`src/rtl/trap_anim_scheduler.sv`:
```
// rtl/trap_anim_scheduler.sv - shared trap animation engine arbitrating pit1, pit2 and spikes
// Optional spike channel enabled by defining TRAP_SPIKE_EN.
`timescale 1ns/1ps
module trap_anim_scheduler #(
  parameter int TICK_DIV = 50000,
  parameter int STEP     = 2,
  parameter int PIT_W    = 64,
  parameter int SPIKE_H  = 16
) (
  input  logic       Clk,
  input  logic       reset,
  input  logic       death,
  input  logic [2:0] req,
  output logic [2:0] grant,
  output logic       busy,
  output logic [9:0] pit1_w,
  output logic [9:0] pit2_w,
  output logic [9:0] spike_h,
  output logic [2:0] done
);

  localparam int TW = (TICK_DIV > 1) ? $clog2(TICK_DIV) : 1;
  localparam logic [TW-1:0] TICK_LAST = TW'(TICK_DIV - 1);
  localparam logic [9:0]    PIT_TGT   = 10'(PIT_W);
  localparam logic [9:0]    SPIKE_TGT = 10'(SPIKE_H);
  localparam logic [9:0]    STEP_V    = 10'(STEP);

`ifdef TRAP_SPIKE_EN
  localparam logic [2:0] CH_MASK = 3'b111;
`else
  localparam logic [2:0] CH_MASK = 3'b011;
`endif

  typedef enum logic [1:0] {
    ST_IDLE   = 2'd0,
    ST_RUN    = 2'd1,
    ST_FINISH = 2'd2
  } state_t;

  state_t        state_q;
  logic [2:0]    grant_q;
  logic [2:0]    pending_q;
  logic [2:0]    done_q;
  logic [TW-1:0] tick_q;
  logic [9:0]    pit1_q;
  logic [9:0]    pit2_q;
`ifdef TRAP_SPIKE_EN
  logic [9:0]    spike_q;
`endif

  logic [2:0] req_acc;
  logic [2:0] pending_d;
  logic [2:0] pick;
  logic       tick_wrap;
  logic [9:0] cur_ext;
  logic [9:0] cur_tgt;
  logic [9:0] ext_d;
  logic       reach;

  // Add one step in 11 bits so the compare cannot overflow; clamp to target.
  function automatic logic [9:0] sat_step(input logic [9:0] cur, input logic [9:0] tgt);
    logic [10:0] sum;
    sum = {1'b0, cur} + {1'b0, STEP_V};
    if (sum >= {1'b0, tgt}) return tgt;
    return sum[9:0];
  endfunction

  always_comb begin
    req_acc   = req & CH_MASK & ~done_q & ~grant_q & ~pending_q;
    pending_d = pending_q | req_acc;

    if (pending_q[0])      pick = 3'b001;
    else if (pending_q[1]) pick = 3'b010;
    else if (pending_q[2]) pick = 3'b100;
    else                   pick = 3'b000;

    tick_wrap = (tick_q == TICK_LAST);

    cur_ext = pit1_q;
    cur_tgt = PIT_TGT;
    if (grant_q[1]) cur_ext = pit2_q;
    if (grant_q[2]) cur_tgt = SPIKE_TGT;
`ifdef TRAP_SPIKE_EN
    if (grant_q[2]) cur_ext = spike_q;
`endif
    ext_d = sat_step(cur_ext, cur_tgt);
    reach = (ext_d == cur_tgt);
  end

  always_ff @(posedge Clk or posedge reset) begin
    if (reset) begin
      state_q   <= ST_IDLE;
      grant_q   <= 3'b000;
      pending_q <= 3'b000;
      done_q    <= 3'b000;
      tick_q    <= '0;
      pit1_q    <= 10'd0;
      pit2_q    <= 10'd0;
`ifdef TRAP_SPIKE_EN
      spike_q   <= 10'd0;
`endif
    end else if (death) begin
      // Level restart wins over everything, including same-edge requests.
      state_q   <= ST_IDLE;
      grant_q   <= 3'b000;
      pending_q <= 3'b000;
      done_q    <= 3'b000;
      tick_q    <= '0;
      pit1_q    <= 10'd0;
      pit2_q    <= 10'd0;
`ifdef TRAP_SPIKE_EN
      spike_q   <= 10'd0;
`endif
    end else begin
      unique case (state_q)
        ST_IDLE: begin
          if (pending_q != 3'b000) begin
            state_q   <= ST_RUN;
            grant_q   <= pick;
            pending_q <= pending_d & ~pick;
            tick_q    <= '0;
          end else begin
            pending_q <= pending_d;
          end
        end
        ST_RUN: begin
          pending_q <= pending_d;
          if (tick_wrap) begin
            tick_q <= '0;
            if (grant_q[0]) pit1_q <= ext_d;
            if (grant_q[1]) pit2_q <= ext_d;
`ifdef TRAP_SPIKE_EN
            if (grant_q[2]) spike_q <= ext_d;
`endif
            if (reach) state_q <= ST_FINISH;
          end else begin
            tick_q <= tick_q + TW'(1);
          end
        end
        ST_FINISH: begin
          pending_q <= pending_d;
          done_q    <= done_q | grant_q;
          grant_q   <= 3'b000;
          state_q   <= ST_IDLE;
        end
        default: begin
          state_q <= ST_IDLE;
        end
      endcase
    end
  end

  assign grant  = grant_q;
  assign busy   = (state_q != ST_IDLE);
  assign pit1_w = pit1_q;
  assign pit2_w = pit2_q;
  assign done   = done_q;
`ifdef TRAP_SPIKE_EN
  assign spike_h = spike_q;
`else
  assign spike_h = 10'd0;
`endif

endmodule

```
`config.mk`:
```
export PLATFORM = sky130hd
export DESIGN_NAME = trap_anim_scheduler
export DESIGN_NICKNAME = d
export VERILOG_FILES = /design/src/rtl/trap_anim_scheduler.sv
export SDC_FILE = /design/constraint.sdc
export NUM_CORES = 1
export LEC_CHECK = 0
export CORE_AREA = 2 2 78 80
export CTS_BUF_LIST = sky130_fd_sc_hd__clkbuf_4 sky130_fd_sc_hd__clkbuf_8
export CTS_CLUSTER_DIAMETER = 40
export DETAILED_ROUTE_END_ITERATION = 10
export DIE_AREA = 0 0 80 82
export PLACE_DENSITY = 0.73
export SETUP_SLACK_MARGIN = 0.3
export SLEW_MARGIN = 25
export SYNTH_ARGS = -nofsm -noshare
export SYNTH_HDL_FRONTEND = slang
export SYNTH_SLANG_ARGS = --single-unit
```
`constraint.sdc`:
```
create_clock -name Clk -period 5.3 [get_ports Clk]
set_clock_uncertainty 0.15 [all_clocks]
set_input_delay 1.59 -clock Clk [delete_from_list [all_inputs] [get_ports Clk]]
set_output_delay 1.59 -clock Clk [all_outputs]
set_load 0.005 [all_outputs]
```
==> run metrics <==
Final Util 55.6%; syn_area_per_cell 9.29 sq um; initial antenna violation count 0; top_reg_cell synth dfrtp_1; R2R cell count 9; Crit Path Class reg2out; Synth area leader dfrtp_1; CP top delay family flip-flops; fin cells 401; Seq cells post-synth 47; vias in the first global route just over 2000; # rows 28; most frequent cells in the layout dfrtp_1 (47), clkdlybuf4s50_1 (31), nor2_1 (27), nand2_1 (27), a21oi_1 (24); Die Y-Extent 82 um; FF-to-FF End pit2_w[6]$_DFFE_PP0P_; post-synth cell types 54; io pins 43; RSZ-0062 raised after global routing false; max_slew headroom 40.1%; GR Layer Usage met1 22.3%; Critical Path AT 1.89 ns; Max VDD drop 160 uV; largest net degree at the start of global routing 48; Synth Area in Compound Gates 13.0%; CP peak stage delay 0.94 ns; pwr dens around 310 nW/um^2; Core ar. 5750 sq um; top cells by area, synth dfrtp_1 (42%), a21oi_1 (4.3%), nand2_1 (3.6%); setup violators final 0; Gate Count Post-Synth 299; Design Area, Final around 3200 sq um; Longest Clk Path Bufs 2; P_leak 1.31 nW; CP max stage cell dfrtp_1; worst path required time approximately 3.6 ns; Routed WL 5440 um; # diodes 0; crit-path cells clkdlybuf4s50_1; status complete, no violations; TritonCTS clock tree yes; Adder-Cell Fraction of Synth Area 3.60%; layout cell share with drive strength beyond 1 8.90%; mux contribution to synthesized area 2.61%; post-DP HPWL 3800 um; Placed Cells 393; setup TNS 0 ns; Period Utilization, post-route 68.4%; Startpoint Class flip-flop; xor/xnor share of the synthesized area 3.78%; Root Driver clkbuf_8; gr usage total 17.6%; r2r startpoint grant[1]$_DFFE_PP0P_; Hold Path End tick_q[1]$_DFFE_PP0P_; DRT iter0 DRCs 113; Warnings, synthesis 0; Post-synth ARST share 100%; Overflow after GRT 0; htree depth 2; maximum fanout along the worst path 26; synthesis-to-finish area growth 14.9%; PortBufs 31; DR vias/cell 5.45; clock sink count 47; max-capacitance violation count 0; Post-synth EDFFs 0; Worst R2R Setup Slack between 1.5 and 2 ns; die area 6560 sq um; simple-gate portion of the synthesized area 27.6%; sequential share of the synthesized area 42.3%; Fin. Hold Viols 0; fin nets 339; via count 2184; Clk Latency, worst-skew pair 0.30 ns; grt met3 use 3.30%; CTS buffer count 5; Worst Path Buf+Inv 1; post_cts resized 0; endpoint class of the critical path primary output; antenna viol nets, final 0; Die W 80 um; commonest non-fill, non-tap cell in the layout dfrtp_1; Worst Max-Slew Pin Slew 0.899 ns; largest family of logic cells by synthesized area simple AND/OR/NAND/NOR gates; Max Transition Viols Final 0; final worst path period need around 3.6 ns; Cells on Worst Hold Path 2; clk slew on worst S/H paths 0.09 ns; Yosys top cell area share 42.3%; dpl cell area between 3000 and 4000 sq um; global placer's final weighted congestion 0.814; buffer count from post-CTS setup fixing 0; f_max 276 MHz; Hold Path Origin tick_q[1]$_DFFE_PP0P_; Worst Hold Class reg2reg; GRT busiest layer met2; Mapped Area 2780 sq um; DR pass1 iterations 4; final hold slack 0.360 ns; met2 Use GR 30.6%; # DRC 0; Post-CTS Hold Fix Bufs 0; wire per inst 13.6 um; initial core utilization 48.4%; first-pass GRT wire length 9180 um
through the flow:
| stage | power, mW | setup slack, ns |
|---|---|---|
| finish | 0.990 | 1.67 |
| global route | 1.05 | 1.57 |
| CTS | 0.999 | 1.66 |
| detailed placement | 0.721 | 1.78 |
| global placement | 0.717 | 1.82 |
| floorplan | 0.671 | 2.20 |
layer usage:
layer  part of all wire (%)  vias to the layer above
met2                     48                       47
met4                    1.1                        0
met1                     46                     1044
met5                      0                        -
met3                    4.2                        6
li1                       -                     1087
state kept, by name (all words and copies together) (netlist names):
| signal | cells |
|---|---|
| pending_q | 3 |
| pit2_w | 10 |
| grant | 3 |
| done | 3 |
| state_q | 2 |
| tick_q | 16 |
| pit1_w | 10 |
worst max-delay path by stage:
stage	startpoint	to	slack, ns	depth (start not counted)
floorplan	death	tick_q[14]$_DFFE_PP0P_	2.20	6
global placement	death	tick_q[5]$_DFFE_PP0P_	1.82	5
detailed placement	death	tick_q[14]$_DFFE_PP0P_	1.78	6
CTS	grant[1]$_DFFE_PP0P_	grant[1]	1.66	1
global route	grant[1]$_DFFE_PP0P_	grant[1]	1.57	1
finish	grant[1]$_DFFE_PP0P_	grant[1]	1.67	1
cells in the mapped netlist, types with 8 or more instances:
library cell	number
nor3_1	8
dfrtp_1	47
a21oi_1	24
buf_4	11
nand3_1	18
xor2_1	8
nand2_1	27
inv_1	10
nor3b_1	10
o21ai_0	11
nor2_1	27
ha_1	8
where the power goes:
group / switching [mW] / internal, mW
combinational: 0.165 / 0.122
sequential: 0.0503 / 0.378
clock: 0.122 / 0.153
total: 0.337 / 0.653
cell type report:
type | instances | area, sq um
clock buffer | 6 | 82.6
fill | 529 | 2550
clock inverter | 2 | 35.0
sequential | 47 | 1180
timing repair buffer | 32 | 318
multi-input combinational | 228 | 1440
tap | 75 | 93.8
inverter | 11 | 42.5
kinds of logic (layout without fill, tap and decap cells):
family,after synthesis,count (layout)
DFF,47,47
other,1,10
and+or+nand+nor,135,135
xor gates and xnor gates,12,12
muxes,7,7
adders and majority gates,8,8
AOI/OAI and AO/OA,56,56
buffers and inverters,33,51
Power figures use the tool's default switching activity.
